===== src/rtl/mmio_uart_tx.sv =====
// Memory-mapped 8N1 UART transmitter on the core's data bus: TXDATA/STATUS window,
// byte FIFO feeding a serializer, registered load data with RV32I load extension.
`timescale 1ns/1ps
module mmio_uart_tx #(
    parameter logic [31:0] BASE_ADDR  = 32'hFFFF_0000,
    parameter int          CLK_DIV    = 16,
    parameter int          FIFO_DEPTH = 4
) (
    input  logic        clk,
    input  logic        rst,
    input  logic [31:0] Adr,
    input  logic [31:0] WriteData,
    input  logic        MemWrite,
    input  logic [2:0]  funct3,
    output logic [31:0] ReadData,
    output logic        rd_hit,
    output logic        tx,
    output logic        tx_busy
);

    localparam int IDX_W  = $clog2(FIFO_DEPTH);
    localparam int PTR_W  = IDX_W + 1;
    localparam int BAUD_W = $clog2(CLK_DIV);
    localparam logic [BAUD_W-1:0] BAUD_MAX = BAUD_W'(CLK_DIV - 1);

    typedef enum logic [1:0] {
        ST_IDLE,
        ST_START,
        ST_DATA,
        ST_STOP
    } state_e;

    state_e              state_q, state_d;
    logic [BAUD_W-1:0]   baud_q, baud_d;
    logic [2:0]          bit_idx_q, bit_idx_d;
    logic [7:0]          shift_q, shift_d;
    logic                tx_q, tx_d;
    logic [PTR_W-1:0]    wptr_q, wptr_d;
    logic [PTR_W-1:0]    rptr_q, rptr_d;
    logic                ovf_q, ovf_d;
    logic [31:0]         read_data_q, read_data_d;
    logic                rd_hit_q, rd_hit_d;

    logic [7:0]          fifo_mem [FIFO_DEPTH];
    logic [7:0]          fifo_head;
    logic [PTR_W-1:0]    count;
    logic [2:0]          count_sat;
    logic                empty, full;
    logic                hit, wr_data, wr_status, push, pop, ovf_evt, ovf_clr;
    logic [31:0]         status_word, win_word, ext_word;
    logic [7:0]          sel_byte;
    logic [15:0]         sel_half;
    logic                unused_wdata;

    assign unused_wdata = ^{WriteData[31:8]};

    assign hit       = (Adr[31:3] == BASE_ADDR[31:3]);
    assign wr_data   = MemWrite && hit && !Adr[2];
    assign wr_status = MemWrite && hit && Adr[2];
    assign tx_busy   = (state_q != ST_IDLE);
    assign tx        = tx_q;
    assign ReadData  = read_data_q;
    assign rd_hit    = rd_hit_q;
    assign fifo_head = fifo_mem[rptr_q[IDX_W-1:0]];

    // FIFO occupancy from pointers that carry one extra wrap bit
    always_comb begin
        count = wptr_q - rptr_q;
        empty = (wptr_q == rptr_q);
        full  = (wptr_q[IDX_W] != rptr_q[IDX_W]) &&
                (wptr_q[IDX_W-1:0] == rptr_q[IDX_W-1:0]);
        if (32'(count) > 32'd7) begin
            count_sat = 3'd7;
        end else begin
            count_sat = 3'(count);
        end
    end

    always_comb begin
        push    = wr_data && (!full || pop);
        ovf_evt = wr_data && full && !pop;
        ovf_clr = wr_status && WriteData[3];
        wptr_d  = wptr_q + PTR_W'(push);
        rptr_d  = rptr_q + PTR_W'(pop);
        if (ovf_evt) begin
            ovf_d = 1'b1;
        end else if (ovf_clr) begin
            ovf_d = 1'b0;
        end else begin
            ovf_d = ovf_q;
        end
    end

    always_comb begin
        state_d   = state_q;
        baud_d    = baud_q;
        bit_idx_d = bit_idx_q;
        shift_d   = shift_q;
        tx_d      = tx_q;
        pop       = 1'b0;
        case (state_q)
            ST_IDLE: begin
                tx_d = 1'b1;
                if (!empty) begin
                    pop     = 1'b1;
                    shift_d = fifo_head;
                    baud_d  = BAUD_MAX;
                    state_d = ST_START;
                    tx_d    = 1'b0;
                end
            end
            ST_START: begin
                if (baud_q == '0) begin
                    state_d   = ST_DATA;
                    bit_idx_d = 3'd0;
                    baud_d    = BAUD_MAX;
                    tx_d      = shift_q[0];
                end else begin
                    baud_d = baud_q - BAUD_W'(1);
                end
            end
            ST_DATA: begin
                if (baud_q == '0) begin
                    baud_d = BAUD_MAX;
                    if (bit_idx_q == 3'd7) begin
                        state_d = ST_STOP;
                        tx_d    = 1'b1;
                    end else begin
                        bit_idx_d = bit_idx_q + 3'd1;
                        shift_d   = shift_q >> 1;
                        tx_d      = shift_q[1];
                    end
                end else begin
                    baud_d = baud_q - BAUD_W'(1);
                end
            end
            ST_STOP: begin
                if (baud_q == '0) begin
                    // Chain straight into the next start bit so frames have no gap
                    if (!empty) begin
                        pop     = 1'b1;
                        shift_d = fifo_head;
                        baud_d  = BAUD_MAX;
                        state_d = ST_START;
                        tx_d    = 1'b0;
                    end else begin
                        state_d = ST_IDLE;
                        tx_d    = 1'b1;
                    end
                end else begin
                    baud_d = baud_q - BAUD_W'(1);
                end
            end
            default: begin
                state_d = ST_IDLE;
                tx_d    = 1'b1;
            end
        endcase
    end

    always_comb begin
        status_word = {25'd0, count_sat, ovf_q, tx_busy, empty, full};
        win_word    = (hit && Adr[2]) ? status_word : 32'd0;
        case (Adr[1:0])
            2'd0:    sel_byte = win_word[7:0];
            2'd1:    sel_byte = win_word[15:8];
            2'd2:    sel_byte = win_word[23:16];
            default: sel_byte = win_word[31:24];
        endcase
        sel_half = Adr[1] ? win_word[31:16] : win_word[15:0];
        case (funct3)
            3'b000:  ext_word = {{24{sel_byte[7]}}, sel_byte};
            3'b100:  ext_word = {24'd0, sel_byte};
            3'b001:  ext_word = {{16{sel_half[15]}}, sel_half};
            3'b101:  ext_word = {16'd0, sel_half};
            3'b010:  ext_word = win_word;
            default: ext_word = 32'd0;
        endcase
        read_data_d = hit ? ext_word : 32'd0;
        rd_hit_d    = hit;
    end

    always_ff @(posedge clk or posedge rst) begin
        if (rst) begin
            state_q     <= ST_IDLE;
            baud_q      <= '0;
            bit_idx_q   <= 3'd0;
            tx_q        <= 1'b1;
            wptr_q      <= '0;
            rptr_q      <= '0;
            ovf_q       <= 1'b0;
            read_data_q <= 32'd0;
            rd_hit_q    <= 1'b0;
        end else begin
            state_q     <= state_d;
            baud_q      <= baud_d;
            bit_idx_q   <= bit_idx_d;
            tx_q        <= tx_d;
            wptr_q      <= wptr_d;
            rptr_q      <= rptr_d;
            ovf_q       <= ovf_d;
            read_data_q <= read_data_d;
            rd_hit_q    <= rd_hit_d;
        end
    end

    // Payload storage needs no reset; validity is carried by the pointers and state
    always_ff @(posedge clk) begin
        shift_q <= shift_d;
        if (push) begin
            fifo_mem[wptr_q[IDX_W-1:0]] <= WriteData[7:0];
        end
    end

endmodule

===== config.mk =====
export PLATFORM = sky130hd
export DESIGN_NAME = mmio_uart_tx
export DESIGN_NICKNAME = d
export VERILOG_FILES = /design/src/rtl/mmio_uart_tx.sv
export SDC_FILE = /design/constraint.sdc
export NUM_CORES = 1
export LEC_CHECK = 0
export CAP_MARGIN = 20
export CELL_PAD_IN_SITES_DETAIL_PLACEMENT = 0
export CELL_PAD_IN_SITES_GLOBAL_PLACEMENT = 1
export CORE_ASPECT_RATIO = 0.9
export CORE_MARGIN = 1.5
export CORE_UTILIZATION = 36
export CTS_CLUSTER_SIZE = 8
export DETAILED_ROUTE_END_ITERATION = 16
export PLACE_DENSITY = 0.78
export SYNTH_ARGS = -nofsm -noshare
export SYNTH_HDL_FRONTEND = slang
export SYNTH_SLANG_ARGS = --single-unit

===== constraint.sdc =====
create_clock -name clk -period 3.2 [get_ports clk]
set_input_delay 0.8 -clock clk [delete_from_list [all_inputs] [get_ports clk]]
set_output_delay 0.8 -clock clk [all_outputs]
set_load 0.02 [all_outputs]

* Word-level counts from Yosys, hierarchy flattened
Memories as Yosys holds them, arrays and structs flattened. Cells that the tools add are included.
Word-level totals: memory bits (read-only) 0, bits in registers 58, bits in latches 0, bits in writable memories 32, memories kept 1, word-level logic and storage cells 100
Operators by class: $lt $le $gt $ge 0, reductions and logical operators 26, equal/unequal tests 20, bitwise logic cells 0, divide/modulo/power cells 0, multiply operators 0, shift operators 0, add/sub/neg operators 5, multiplexer cells 38
Memory list:
- fifo_mem | depth 4, width 8, rd ports 1, clocked after memory_dff 0, wr ports 1, line 44 | logic [7:0] fifo_mem [FIFO_DEPTH];
Operators with widths (count):
- 32-bit case mux with 5 select lines | 1
- 32-bit 2-to-1 mux | 1
- 8-bit 2-to-1 mux | 4
- 29-bit == test (second input constant) | 1
- 8-bit case mux with 3 select lines | 1
- 7-bit case mux with 3 select lines | 1
- 7-bit 2-to-1 mux | 2
- 1-bit 2-to-1 mux | 12
- 4-bit 2-to-1 mux | 3
- 2-bit != test (second input constant) | 6
- 4-bit case mux with 3 select lines | 1
- 2-bit 2-to-1 mux | 5
- 3-bit == test (second input constant) | 3
- 1-bit logical AND | 9
- 3-bit 2-to-1 mux | 3
- 2-bit case mux with 4 select lines | 1
- 4-bit AND reduction | 2
- 3-bit by 1-bit adder with 3-bit output | 2
- 2-bit == test (second input constant) | 3
- 3-bit case mux with 2 select lines | 1
- 2-bit nonzero test | 3
- 5-bit AND reduction | 1
- 2-bit by 1-bit == test with 1-bit output (second input constant) | 2
- 2-bit zero test | 2
- 17 further kinds | 19

* Depth between registers and ports, before layout
Gate-level depths: netlist of run 1.
word-level depth 8, gate-level depth with buffers 10, depth with buffers taken out 9

* Worst setup path after synthesis of run 1
OpenSTA, ideal clock, no wires.
kind input to register, start in Adr[7], end mem fifo_mem[2][0], enable pin, buffers on the path 0, data required time 2.815 ns, cell stages on the path 4, setup slack 0.112 ns, arrival 2.702 ns, cells stage by stage or4b_1 nor4_1 o2111ai_1 nor3b_1
Between the ends: word-level cells in the longest chain between the ends 6
RTL lines:
- from (decl) | line 11 | input logic [31:0] Adr,
- 29-bit == test | line 57 | assign hit = (Adr[31:3] == BASE_ADDR[31:3]);
- 1-bit logical AND (2 in a row) | line 58 | assign wr_data = MemWrite && hit && !Adr[2];
- 1-bit logical AND | line 80 | push = wr_data && (!full || pop);
- 1-bit 2-to-1 mux | line 210 | if (push) begin
- 1-bit 2-to-1 mux (not written as such) | line 211 | fifo_mem[wptr_q[IDX_W-1:0]] <= WriteData[7:0];
- to (decl) | line 44
Every way passes these cells.

* Worst setup path in the final report of run 1
start reg state_q[0], end out tx_busy
Between the ends: word-level cells in the longest chain between the ends 1
RTL lines:
- from (decl) | line 33 | state_e state_q, state_d;
- from (signal assigned) | line 195 | state_q <= state_d;
- 2-bit nonzero test | line 60 | assign tx_busy = (state_q != ST_IDLE);
- to (decl) | line 18 | output logic tx_busy
Every way passes these cells.

==> results of run 1 <==
final cells by class:
class / count / area (sq um)
clock inverter: 7 / 85.1
multi-input combinational: 158 / 1170
tap: 119 / 149
timing repair buffer: 62 / 603
clock buffer: 9 / 124
fill: 817 / 4560
inverter: 13 / 48.8
sequential: 65 / 1830
logic make-up after synthesis:
group / after synthesis
DFF: 65
xor gates and xnor gates: 5
AOI/OAI and AO/OA: 41
and+or+nand+nor: 62
muxes: 10
other: 1
buffers and inverters: 45
adders and majority gates: 15
worst max-delay path, delay by kind of cell, from the launching register on:
family / cells / cell delay [ns]
fa+ha+maj: 1 / 0.33
buf+inv: 3 / 1.07
flops: 1 / 0.43
per-layer routing:
layer	routed length, um	GRT usage [%]
met5	0	0
met4	57	5.14
met3	246	3.73
met2	2670	20.0
met1	2620	17.1
worst min-delay path by stage:
stage,cells past startpoint,startpoint,to,slack (ns)
after floorplan,1,bit_idx_q[1],bit_idx_q[1],0.47
final,2,tx,tx,0.49
after CTS,2,tx,tx,0.49
after detailed placement,2,tx,tx,0.48
after global placement,2,tx,tx,0.47
after global routing,1,bit_idx_q[1],bit_idx_q[1],0.52
flip-flops by register name, summed over array words and instances, names as in the netlist, 2 cells and up:
name and count:
wptr_q 3, shift_q 8, bit_idx_q 3, state_q 2
baud_q 4, ReadData 7, rptr_q 3, fifo_mem 32
power by group through the flow:
stage	combinational, mW	clock (mW)	sequential (mW)
4_1_cts	0.371	0.750	0.944
2_1_floorplan	0.264	0	0.958
3_3_place_gp	0.364	0	0.961
3_5_place_dp	0.371	0	0.962
5_1_grt	0.411	0.787	0.950
6_report	0.373	0.725	0.944
through the flow:
step | utilization [%] | instance area, sq um | TNS [ns] | hold WS, ns
3_3_place_gp | 44.3 | 3800 | 0 | 0.472
5_1_grt | 46.7 | 4010 | 0 | 0.518
3_5_place_dp | 44.3 | 3800 | -0.0987 | 0.478
2_1_floorplan | - | 3260 | 0 | 0.467
4_1_cts | 46.7 | 4010 | 0 | 0.490
6_report | 46.7 | 4010 | 0 | 0.488
cell usage after synthesis, types with 2 or more instances:
| master | count | share of area, % |
|---|---|---|
| sky130_fd_sc_hd__edfxtp_1 | 40 | 38 |
| sky130_fd_sc_hd__buf_4 | 25 | 5.9 |
| sky130_fd_sc_hd__dfrtp_1 | 24 | 19 |
| sky130_fd_sc_hd__nor2_1 | 18 | 2.1 |
| sky130_fd_sc_hd__ha_1 | 14 | 5.5 |
| sky130_fd_sc_hd__inv_1 | 12 | 1.4 |
| sky130_fd_sc_hd__nand2_1 | 9 | 1.1 |
| sky130_fd_sc_hd__mux4_2 | 8 | 5.7 |
| sky130_fd_sc_hd__o21ai_0 | 8 | 1.3 |
| sky130_fd_sc_hd__a22o_1 | 7 | 1.9 |
| sky130_fd_sc_hd__clkbuf_1 | 7 | 0.83 |
| sky130_fd_sc_hd__a21oi_1 | 6 | 0.95 |
| sky130_fd_sc_hd__nand4_1 | 6 | 1.2 |
| sky130_fd_sc_hd__nor3_1 | 6 | 0.95 |
| sky130_fd_sc_hd__nand3_1 | 5 | 0.79 |
| sky130_fd_sc_hd__nor3b_1 | 4 | 0.95 |
| sky130_fd_sc_hd__nor2b_1 | 3 | 0.59 |
| sky130_fd_sc_hd__xor2_1 | 3 | 0.83 |
| sky130_fd_sc_hd__a21bo_2 | 2 | 0.63 |
| sky130_fd_sc_hd__a2bb2oi_1 | 2 | 0.55 |
| sky130_fd_sc_hd__mux2_2 | 2 | 0.71 |
| sky130_fd_sc_hd__nor4_1 | 2 | 0.39 |
| sky130_fd_sc_hd__o2111ai_1 | 2 | 0.55 |
| sky130_fd_sc_hd__o31a_1 | 2 | 0.55 |
| sky130_fd_sc_hd__or4_1 | 2 | 0.47 |
| sky130_fd_sc_hd__xnor2_1 | 2 | 0.55 |
cell usage in the layout, fill, tap and decap left out, types with 3 or more instances in the layout:
| master | count |
|---|---|
| sky130_fd_sc_hd__clkbuf_8 | 9 |
| sky130_fd_sc_hd__a22o_1 | 7 |
| sky130_fd_sc_hd__nand4_1 | 6 |
| sky130_fd_sc_hd__edfxtp_1 | 40 |
| sky130_fd_sc_hd__o21ai_0 | 8 |
| sky130_fd_sc_hd__nand2_1 | 9 |
| sky130_fd_sc_hd__mux4_2 | 8 |
| sky130_fd_sc_hd__dfrtp_1 | 24 |
| sky130_fd_sc_hd__ha_1 | 14 |
| sky130_fd_sc_hd__nand3_1 | 5 |
| sky130_fd_sc_hd__nor2b_1 | 3 |
| sky130_fd_sc_hd__buf_4 | 7 |
| sky130_fd_sc_hd__inv_6 | 3 |
| sky130_fd_sc_hd__conb_1 | 25 |
| sky130_fd_sc_hd__clkdlybuf4s50_1 | 55 |
| sky130_fd_sc_hd__nor2_1 | 18 |
| sky130_fd_sc_hd__xor2_1 | 3 |
| sky130_fd_sc_hd__nor3_1 | 6 |
| sky130_fd_sc_hd__nor3b_1 | 4 |
| sky130_fd_sc_hd__a21oi_1 | 6 |
| sky130_fd_sc_hd__inv_1 | 12 |
==> impl_results.md, run 1 <==
* Cell count after synthesis at between 200 and 250
* Htree depth at 3
* ANT nets after route at 0
* Post-layout minimum cycle time at 2.97 ns
* Number of antenna violations at the first check in global routing at 0
* R2R depth at 7
* Hold-fix buffers at CTS at 0
* Die area at 9370 sq um
* Slew at the pin closest to its max-slew limit at 0.602 ns
* Total power density per cell area at 510 nW/um^2
* Share of power burned in combinational logic at between 10% and 20%
* Post-synth EDFFs at 40
* CP startpoint kind: flip-flop
* Share of flip-flops with an asynchronous set or reset at between 30% and 40%
* Minimum setup slack after placement at -0.0125 ns
* Class of the most critical setup path: reg2out
* Switching power total at 588 uW
* Largest clock skew in the final design at 0.00678 ns
* CTS max path bufs at 2
* Vias in the first global route at 2015
* Required time at the endpoint of the critical path at between 2 and 2.5 ns
* Part of the cycle the worst path needs at between 90% and 100%
* Pin count of the biggest net entering global routing at 26
* Non-filler instance count after layout at between 400 and 500
* Later-pin clock latency in the skew report at 0.34 ns
* CP cell instances: inv_1 -> ha_1 -> clkinv_1 -> clkdlybuf4s50_1
* Synthesized-area fraction occupied by ao, oa, aoi and oai cells at approximately a tenth
* First-iteration detailed-routing DRC count at 64
* Via-to-Cell Ratio at between 4 and 5
* Post-synthesis share of cell area spent on xor and xnor gates at under 10%
* Initial cell density of the core at 37.0%
* Per-cell routed wire length at about 13 um
* Worst R2R End: fifo_mem[2][7]
* Synthesis-stage register bit count at 65
* Post-CTS Resized at 0
* Startpoint of the most critical register-to-register path: state_q[0]
* Clock tree from TritonCTS: yes
* Register area share after synthesis at 57.7%
* Crit path to: tx_busy
* Clock-pin slew on the worst setup and hold paths at roughly 0.080 ns
* Worst setup margin at around 0.23 ns
* Number of detailed-routing iterations run before antenna repair at 4
* Num rows at 32
* Unrepaired setup endpoints after global routing: no
* Total gr overflow at 0
* Synth Area in Adders at 6.16%
* Highest cell delay on the worst timing path at about 0.63 ns
* Synth Flop Type: sky130_fd_sc_hd__edfxtp_1
* Number of nets in the layout at 394
* Max-cap violations at 0
* Clock tree root buffer cell: sky130_fd_sc_hd__clkbuf_8
* Post-synthesis share of cell area spent on and, or, nand and nor gates at 10.5%
* Clock power share at 35.5%
* Count of vias placed by the detailed router at a little over 2000
* Critical Path Start: state_q[0]
* Warnings, synthesis at 0
* Main combinational cell family by area after synthesis: simple AND/OR/NAND/NOR gates
* Max transition margin at approximately three fifths
* Count of distinct cell types in the synthesized netlist at 49
* Num CTS Buffers at 9
* Io pins at approximately 110
* Antenna fix cells at 0
* Crit-path slowest cell: sky130_fd_sc_hd__clkdlybuf4s50_1
* Syn Std Cell Area at roughly 3200 sq um
* Aggregate routed wire length at roughly 5600 um
* Horizontal die dimension at approximately 100 um
* Weighted congestion reported at the end of routability-driven placement at about 0.78
* Standby leakage power at 1.57 nW
* Number of setup buffers added after CTS at 0
* Status: completed
* Number of buffers added on ports at 55
* Share of total power consumed by net switching at between 20% and 30%
* Overall track demand over capacity in global routing at 12.9%
* Area growth syn-to-layout at 26.4%
* Number of failing setup endpoints in the final timing report at 0
* Average size of a mapped cell at 13.0 sq um
* Hold/Removal Path Class: reg2reg
* Type of destination of the critical path: output port
* CP arrival at about 2.2 ns
* Final Hold Vio Count at 0
* Share of power burned in registers at between 40% and 50%
* Detailed-route DRC error count at 0
* VDD IR max at around 0.20 mV
* Area of the core at 8570 sq um
* Total power of the final layout at a little over 2 mW
* Max-slew violation count at 0
* Sinks on Clock Net at between 60 and 70
* Share of final-layout standard cells stronger than drive strength 1 at 12.1%
* Internal power contribution at about 1.5 mW
* Maximum achievable frequency at ~0.34 GHz
* DIE HEIGHT at 92.0 um
* Register-to-register setup slack at 0.65 ns
* Placed insts at ~420
* Largest fanout on the critical path at 10
* HPWL after detailed placement at around 4100 um
* Global-route wire length before repair at between 9000 and 10000 um
* Mux cell area share after synthesis at approximately 6.4%
(Power assumes the default switching activity.)
==> inputs of run 2 (changes only) <==
--- a/config.mk
+++ b/config.mk
@@ -11,7 +11,6 @@
 export CORE_ASPECT_RATIO = 0.9
 export CORE_MARGIN = 1.5
 export CORE_UTILIZATION = 36
-export CTS_CLUSTER_SIZE = 8
 export DETAILED_ROUTE_END_ITERATION = 16
 export PLACE_DENSITY = 0.78
 export SYNTH_ARGS = -nofsm -noshare
==> results of run 2 <==
The final DEF is identical to that of run 1; final timing and power are the same.
